==> config.mk <==
export PLATFORM = sky130hd
export DESIGN_NAME = pipelined_cla_adder_flat
export DESIGN_NICKNAME = d
export VERILOG_FILES = /design/src/rtl/cla_pkg.sv /design/src/rtl/pipelined_cla_adder_if.sv /design/src/rtl/cla_block.sv /design/src/rtl/pipelined_cla_adder.sv /design/src/flat_wrapper.sv
export SDC_FILE = /design/constraint.sdc
export NUM_CORES = 1
export LEC_CHECK = 0
export CAP_MARGIN = 20
export CORE_ASPECT_RATIO = 0.8
export CORE_MARGIN = 2
export CORE_UTILIZATION = 59
export CTS_CLUSTER_SIZE = 8
export DETAILED_ROUTE_END_ITERATION = 8
export HOLD_SLACK_MARGIN = 0.12
export PLACE_DENSITY = 0.85
export SLEW_MARGIN = 20
export SYNTH_ARGS = -nofsm -noshare
export SYNTH_HDL_FRONTEND = slang
export SYNTH_SLANG_ARGS = --single-unit
==> constraint.sdc <==
create_clock -name clk -period 3.13 [get_ports clk]
set_clock_uncertainty 0.2 [all_clocks]
set_input_delay 0.939 -clock clk [delete_from_list [all_inputs] [get_ports clk]]
set_output_delay 0.939 -clock clk [all_outputs]
set_load 0.01 [all_outputs]
==> src/rtl/cla_pkg.sv <==
// Shared lookahead constants and the group generate/propagate helper.
// Combinational only; no latency or backpressure of its own.
package cla_pkg;

  localparam int DEF_WIDTH = 16;
  localparam int DEF_BLOCK = 4;
  localparam int MAX_BLOCK = 32;

  typedef struct packed {
    logic g;
    logic p;
  } gp_t;

  // Generate/propagate of bits [n-1:0] taken as a single group.
  function automatic gp_t group_gp(input logic [MAX_BLOCK-1:0] g,
                                   input logic [MAX_BLOCK-1:0] p,
                                   input int                   n);
    gp_t r;
    r.g = 1'b0;
    r.p = 1'b1;
    for (int i = 0; i < MAX_BLOCK; i++) begin
      if (i < n) begin
        r.g = g[i] | (p[i] & r.g);
        r.p = r.p & p[i];
      end
    end
    return r;
  endfunction

endpackage

==> src/rtl/pipelined_cla_adder_if.sv <==
// Operand/result handshake bundle for the pipelined CLA adder.
// Valid/ready on both sides; in_ready is driven combinationally by the adder.
interface pipelined_cla_adder_if #(
  parameter int WIDTH = cla_pkg::DEF_WIDTH
);

  logic             in_valid;
  logic             in_ready;
  logic [WIDTH-1:0] in_a;
  logic [WIDTH-1:0] in_b;
  logic             in_cin;
  logic             in_sub;
  logic             out_valid;
  logic             out_ready;
  logic [WIDTH-1:0] out_sum;
  logic             out_cout;
  logic             out_ovf;

  modport master (
    output in_valid, in_a, in_b, in_cin, in_sub, out_ready,
    input  in_ready, out_valid, out_sum, out_cout, out_ovf
  );

  modport slave (
    input  in_valid, in_a, in_b, in_cin, in_sub, out_ready,
    output in_ready, out_valid, out_sum, out_cout, out_ovf
  );

endinterface

==> src/rtl/cla_block.sv <==
// One BLOCK-bit carry-lookahead group, purely combinational (zero latency, no handshake).
// Every carry is formed from prefix generate/propagate terms rather than rippling.
module cla_block
  import cla_pkg::*;
#(
  parameter int BLOCK = DEF_BLOCK
) (
  input  logic [BLOCK-1:0] a,
  input  logic [BLOCK-1:0] b,
  input  logic             cin,
  output logic [BLOCK-1:0] sum,
  output logic             cout,
  output logic             cmsb
);

  logic [MAX_BLOCK-1:0] g_ext;
  logic [MAX_BLOCK-1:0] p_ext;
  logic [BLOCK:0]       c;
  gp_t                  gp;

  always_comb begin
    g_ext = '0;
    p_ext = '0;
    c     = '0;
    gp    = '0;
    g_ext[BLOCK-1:0] = a & b;
    p_ext[BLOCK-1:0] = a ^ b;
    c[0] = cin;
    for (int i = 0; i < BLOCK; i++) begin
      gp     = group_gp(g_ext, p_ext, i + 1);
      c[i+1] = gp.g | (gp.p & cin);
    end
  end

  assign sum  = p_ext[BLOCK-1:0] ^ c[BLOCK-1:0];
  assign cout = c[BLOCK];
  assign cmsb = c[BLOCK-1];

endmodule

==> src/rtl/pipelined_cla_adder.sv <==
// WIDTH-bit add/sub, one BLOCK-bit lookahead group per stage; latency WIDTH/BLOCK cycles, 1 op/cycle.
// Backpressure: a single global advance (out_ready || !out_valid) freezes every register; in_ready = advance.
module pipelined_cla_adder
  import cla_pkg::*;
#(
  parameter int WIDTH = DEF_WIDTH,
  parameter int BLOCK = DEF_BLOCK
) (
  input  logic                 clk,
  input  logic                 rst_n,
  pipelined_cla_adder_if.slave bus
);

  localparam int STAGES = WIDTH / BLOCK;

  if (BLOCK < 1 || BLOCK > MAX_BLOCK || WIDTH < BLOCK || (WIDTH % BLOCK) != 0) begin : g_bad_params
    $error("pipelined_cla_adder: WIDTH must be a positive multiple of BLOCK, BLOCK in 1..%0d", MAX_BLOCK);
  end

  logic              adv;
  logic              c0;
  logic [WIDTH-1:0]  b_eff;
  logic [WIDTH-1:0]  sum_out;
  logic              cmsb_last;
  logic [STAGES-1:0] v_q;
  logic [STAGES-1:0] v_d;
  // vchain[p] is the valid of the op about to enter position p; vchain[STAGES] is out_valid.
  logic [STAGES:0]   vchain;
  logic [STAGES:0]   cchain;

  assign b_eff     = bus.in_sub ? ~bus.in_b : bus.in_b;
  assign c0        = bus.in_sub | bus.in_cin;
  assign vchain    = {v_q, bus.in_valid};
  assign cchain[0] = c0;
  assign adv       = bus.out_ready | ~vchain[STAGES];
  assign v_d       = adv ? vchain[STAGES-1:0] : v_q;

  always_ff @(posedge clk or negedge rst_n) begin
    if (!rst_n) begin
      v_q <= '0;
    end else begin
      v_q <= v_d;
    end
  end

  // Data registers only load for valid ops, so bubbles leave the last result on the outputs.
  for (genvar k = 0; k < STAGES; k++) begin : g_slice
    logic [BLOCK-1:0] a_st;
    logic [BLOCK-1:0] b_st;
    logic [BLOCK-1:0] sum_st;
    logic             cout_st;
    logic             cmsb_st;
    logic             c_q;
    logic [BLOCK-1:0] s_q [STAGES-k];

    if (k == 0) begin : g_direct
      assign a_st = bus.in_a[BLOCK-1:0];
      assign b_st = b_eff[BLOCK-1:0];
    end else begin : g_skew
      logic [BLOCK-1:0] a_q [k];
      logic [BLOCK-1:0] b_q [k];

      always_ff @(posedge clk or negedge rst_n) begin
        if (!rst_n) begin
          for (int d = 0; d < k; d++) begin
            a_q[d] <= '0;
            b_q[d] <= '0;
          end
        end else if (adv) begin
          if (vchain[0]) begin
            a_q[0] <= bus.in_a[k*BLOCK +: BLOCK];
            b_q[0] <= b_eff[k*BLOCK +: BLOCK];
          end
          for (int d = 1; d < k; d++) begin
            if (vchain[d]) begin
              a_q[d] <= a_q[d-1];
              b_q[d] <= b_q[d-1];
            end
          end
        end
      end

      assign a_st = a_q[k-1];
      assign b_st = b_q[k-1];
    end

    cla_block #(
      .BLOCK (BLOCK)
    ) u_cla (
      .a    (a_st),
      .b    (b_st),
      .cin  (cchain[k]),
      .sum  (sum_st),
      .cout (cout_st),
      .cmsb (cmsb_st)
    );

    always_ff @(posedge clk or negedge rst_n) begin
      if (!rst_n) begin
        c_q <= 1'b0;
        for (int j = 0; j < STAGES - k; j++) begin
          s_q[j] <= '0;
        end
      end else if (adv) begin
        if (vchain[k]) begin
          c_q    <= cout_st;
          s_q[0] <= sum_st;
        end
        for (int j = 1; j < STAGES - k; j++) begin
          if (vchain[k+j]) begin
            s_q[j] <= s_q[j-1];
          end
        end
      end
    end

    assign cchain[k+1]                = c_q;
    assign sum_out[k*BLOCK +: BLOCK] = s_q[STAGES-1-k];

    if (k == STAGES - 1) begin : g_msb
      logic m_q;

      always_ff @(posedge clk or negedge rst_n) begin
        if (!rst_n) begin
          m_q <= 1'b0;
        end else if (adv && vchain[k]) begin
          m_q <= cmsb_st;
        end
      end

      assign cmsb_last = m_q;
    end else begin : g_mid
      logic unused_cmsb;
      assign unused_cmsb = cmsb_st;
    end
  end

  assign bus.in_ready  = adv;
  assign bus.out_valid = vchain[STAGES];
  assign bus.out_sum   = sum_out;
  assign bus.out_cout  = cchain[STAGES];
  assign bus.out_ovf   = cmsb_last ^ cchain[STAGES];

endmodule

==> src/flat_wrapper.sv <==
// flat-port wrapper written by rule: the top's interface ports become plain ports
module pipelined_cla_adder_flat import cla_pkg::*;
#(
  parameter int WIDTH = DEF_WIDTH,
  parameter int BLOCK = DEF_BLOCK
)
  (clk, rst_n, bus_in_valid, bus_in_a, bus_in_b, bus_in_cin, bus_in_sub, bus_out_ready, bus_in_ready, bus_out_valid, bus_out_sum, bus_out_cout, bus_out_ovf);
  pipelined_cla_adder_if #(.WIDTH(WIDTH)) bus_i ();
  input  logic clk;
  input  logic rst_n;
  input wire logic [$bits(bus_i.in_valid)-1:0] bus_in_valid;
  input wire logic [$bits(bus_i.in_a)-1:0] bus_in_a;
  input wire logic [$bits(bus_i.in_b)-1:0] bus_in_b;
  input wire logic [$bits(bus_i.in_cin)-1:0] bus_in_cin;
  input wire logic [$bits(bus_i.in_sub)-1:0] bus_in_sub;
  input wire logic [$bits(bus_i.out_ready)-1:0] bus_out_ready;
  output wire logic [$bits(bus_i.in_ready)-1:0] bus_in_ready;
  output wire logic [$bits(bus_i.out_valid)-1:0] bus_out_valid;
  output wire logic [$bits(bus_i.out_sum)-1:0] bus_out_sum;
  output wire logic [$bits(bus_i.out_cout)-1:0] bus_out_cout;
  output wire logic [$bits(bus_i.out_ovf)-1:0] bus_out_ovf;
  assign bus_i.in_valid = bus_in_valid;
  assign bus_i.in_a = bus_in_a;
  assign bus_i.in_b = bus_in_b;
  assign bus_i.in_cin = bus_in_cin;
  assign bus_i.in_sub = bus_in_sub;
  assign bus_i.out_ready = bus_out_ready;
  assign bus_in_ready = bus_i.in_ready;
  assign bus_out_valid = bus_i.out_valid;
  assign bus_out_sum = bus_i.out_sum;
  assign bus_out_cout = bus_i.out_cout;
  assign bus_out_ovf = bus_i.out_ovf;
  pipelined_cla_adder #(.WIDTH(WIDTH), .BLOCK(BLOCK)) u_core (.clk(clk), .rst_n(rst_n), .bus(bus_i));
endmodule
==> results by group <==
Clocking
  – H-tree Lvls: 3
  – Clock Pin Slew Worst Setup and Hold Paths: 90 ps
  – TritonCTS clock tree: done
  – # hold bufs at CTS: 0
  – Clk buf depth: 2
  – Clock sink total: 97
  – Clock latency on the worst-skew pair: 350 ps
  – Clk root buf: clkbuf_8
  – CTS Buf Count: 9

STA
  – Worst Max-Slew Pin Slew: 452 ps
  – Final hold violations: 0
  – Slew HR: 69.9%
  – RSZ-0062 raised after global routing: no
  – Final setup vio count: 0
  – Slew Viols, Final: 0
  – Fmax: 329 MHz
  – Period minus WS final: 3040 ps
  – Final period util: 97.0%

GRT
  – Remaining global-route overflow: 0
  – Vias in the first global route: 2556
  – Busiest layer in global routing: met2
  – First-pass GRT wire length: 12400 µm
  – Largest net degree at the start of global routing: 42
  – Initial antenna violation count: 0
  – Met2 global-route usage: 30.6%
  – Global Route met3 Usage: 3.28%
  – Grt met1 use: 27.4%
  – All-Layer GR Usage: 19.6%

Power and ir drop
  – Cell internal pwr: 0.00335 W
  – VDD IR max: 0.377 mV
  – Cell Pwr Density: 949 nW/µm²
  – Pwr Total: 0.00501 W
  – Sw Ratio: 33.1%
  – Logic gate share of total power: 43.2%
  – Leak Pwr: 2.45 nW
  – Seq pwr share: 43.2%
  – Clock Power Share: 13.6%
  – Psw: 0.00166 W

Yosys
  – Post-synthesis sequential area ratio: 53.7%
  – Synth Area per Inst: 13.3 µm²
  – Post-synthesis register bit count: 97
  – Synthesized instance count: 340
  – Number of library cell types mapped by synthesis: 34
  – Cell Area, Synth: 4520 µm²
  – YS warnings: 0
  – Syn nets: 398

Die
  – I/O pin count: 58
  – Initial Util: 60.9%
  – Core ar.: 7430 µm²
  – Rows: 28
  – Full die area: 8390 µm²
  – Die Ht: 82.3 µm
  – Die width: 102 µm

Critical path
  – Critical Path RT: 1990 ps
  – Crit start category: input port
  – Worst setup EP type: output pin
  – Critical path type: in2out
  – Crit path largest cell delay: 440 ps
  – CP Max Fanout: 4
  – CP Launch Point: bus_out_ready
  – CP delay by family, top: buffers and inverters
  – Critical path buffer and inverter count: 3
  – Crit-path cells: clkdlybuf4s50_1 > nor2b_4 > inv_4 > dlygate4sd2_1
  – Cell with the biggest individual delay on the critical path: clkdlybuf4s50_1
  – Critical R2R Launch: u_core.g_slice[1].b_st[0]
  – Arrival time worst endpoint: 1900 ps

Routing
  – Starting DRT DRC Count: 149
  – Vias/cell: 5.19
  – # DRC: 0
  – Pre-Repair DR Iteration Count: 4
  – Post-route ant nets: 0
  – WL per Instance: 14.8 µm
  – Vias: 2604
  – Drt total wl: 7430 µm

Cells and area
  – Commonest cells after routing, fill and taps aside: dfrtp_1 (97), clkdlybuf4s50_1 (55), mux2_4 (35), nand2_1 (35), o21ai_0 (28)
  – Fill count: 536
  – Layout Nets: 450
  – Syn-to-layout area delta: 16.9%
  – Commonest non-fill, non-tap cell in the layout: dfrtp_1
  – Antenna Cells: 0
  – Core Util, Final: 71.2%
  – Share of cells above drive strength 1: 21.4%

Placement
  – Final GP Congestion: 0.797
  – I/O Buffers: 57
  – DP HPWL: 5550 µm

Hold path
  – Worst hold path class: reg2reg
  – HP Start: u_core.g_slice[0].s_q[13]

Status
  – Status: finished clean

Flow run
  – Max-cap violations: 0
through the flow:
| stage | hold slack (ps) | instances | worst slack [ps] | cell area (µm²) | setup TNS, ps |
|---|---|---|---|---|---|
| after CTS | 287 | 502 | 79.4 | 5290 | 0 |
| after detailed placement | 268 | 486 | -125 | 5130 | -125 |
| after global routing | 314 | 502 | 49.4 | 5290 | 0 |
| after floorplan | 241 | 340 | 400 | 4520 | 0 |
| after global placement | 259 | 486 | -128 | 5130 | -128 |
| final | 283 | 502 | 92.8 | 5290 | 0 |
power groups by stage:
stage                     combinational [W]  sequential [W]  clock [W]
after detailed placement            0.00219         0.00219          0
after global placement              0.00208         0.00215          0
after global routing                0.00240         0.00223   0.000737
after floorplan                     0.00170         0.00207          0
final                               0.00217         0.00216   0.000684
after CTS                           0.00220         0.00216   0.000691
synthesized netlist by cell type, drive strengths merged:
cell type | number | share of area, %
mux2i | 1 | 0.22
nand3 | 1 | 0.11
buf | 25 | 4.3
o31a | 1 | 0.19
xnor2 | 17 | 3.3
fa | 4 | 1.8
o211ai | 1 | 0.28
o21ai | 29 | 3.2
nor3 | 1 | 0.11
nor2b | 1 | 0.30
or2 | 1 | 0.14
ha | 16 | 4.4
dfrtp | 97 | 54
o21a | 1 | 0.17
mux2 | 61 | 18
nor2 | 8 | 0.66
a211oi | 5 | 0.83
nand2b | 1 | 0.14
inv | 10 | 0.89
o21ba | 1 | 0.22
a21oi | 4 | 0.44
nand2 | 39 | 3.7
xor2 | 10 | 1.9
o21bai | 2 | 0.33
a21boi | 1 | 0.25
o31ai | 2 | 0.33
repair_timing:
| item | 4_1_cts | 5_1_grt |
|---|---|---|
| hold endpoints to repair | 0 | 0 |
| setup endpoints to repair | 1 | 0 |
| resized for setup | 1 | 0 |
| buffers inserted | 0 | 0 |
worst register-to-register path, cell delays in order (launching register included):
cell	delay, ps
dfrtp_1	390
ha_1	290
a211oi_1	300
o21bai_1	180
a211oi_1	290
a21oi_1	80
state kept, by name (all words and copies together) (netlist names):
signal,count
u_core.g_slice.g_skew.a_q,12
u_core.g_slice.a_st,12
u_core.v_q,4
u_core.g_slice.c_q,3
u_core.bus.out_sum,12
u_core.cmsb_last,1
u_core.g_slice.g_skew.b_q,12
u_core.g_slice.s_q,28
u_core.g_slice.b_st,12
u_core.bus.out_cout,1
routing by layer:
metal	vias up	wire length [µm]
li1	1248	-
met1	1285	3630
met2	57	3400
met3	14	256
met4	0	139
met5	-	0
final timing paths:
check / endpoint / slack [ps] / cells past startpoint
worst max-delay path: bus_in_ready / 90 / 4
worst min-delay path: u_core.g_slice[0].s_q[13] / 280 / 2
worst max register to register: u_core.g_slice[1].c_q / 1270 / 5
worst min register to register: u_core.g_slice[0].s_q[13] / 280 / 2
max in group asynchronous: u_core.g_slice[2].b_st[1] / 1740 / 2
min in group asynchronous: u_core.g_slice[3].g_skew.a_q[9] / 290 / 1
cell families after synthesis:
kind of cell    Yosys count  share of synthesized area, %
compound gates           47                          6.25
mux                      62                          18.3
fa+ha+maj                20                          6.20
flops                    97                          53.7
buf+inv                  35                          5.20
simple gates             52                          5.15
xor+xnor                 27                          5.23
layout make-up:
cell class,instances,area (µm²),share of cell area [%]
Clock buffer,12,135,2.56
Clock inverter,4,20.0,0.379
Inverter,10,40.0,0.757
Multi-Input combinational cell,208,1860,35.2
Sequential cell,97,2430,45.9
Tap cell,105,131,2.49
Timing Repair Buffer,66,672,12.7
Power figures use the tool's default switching activity.
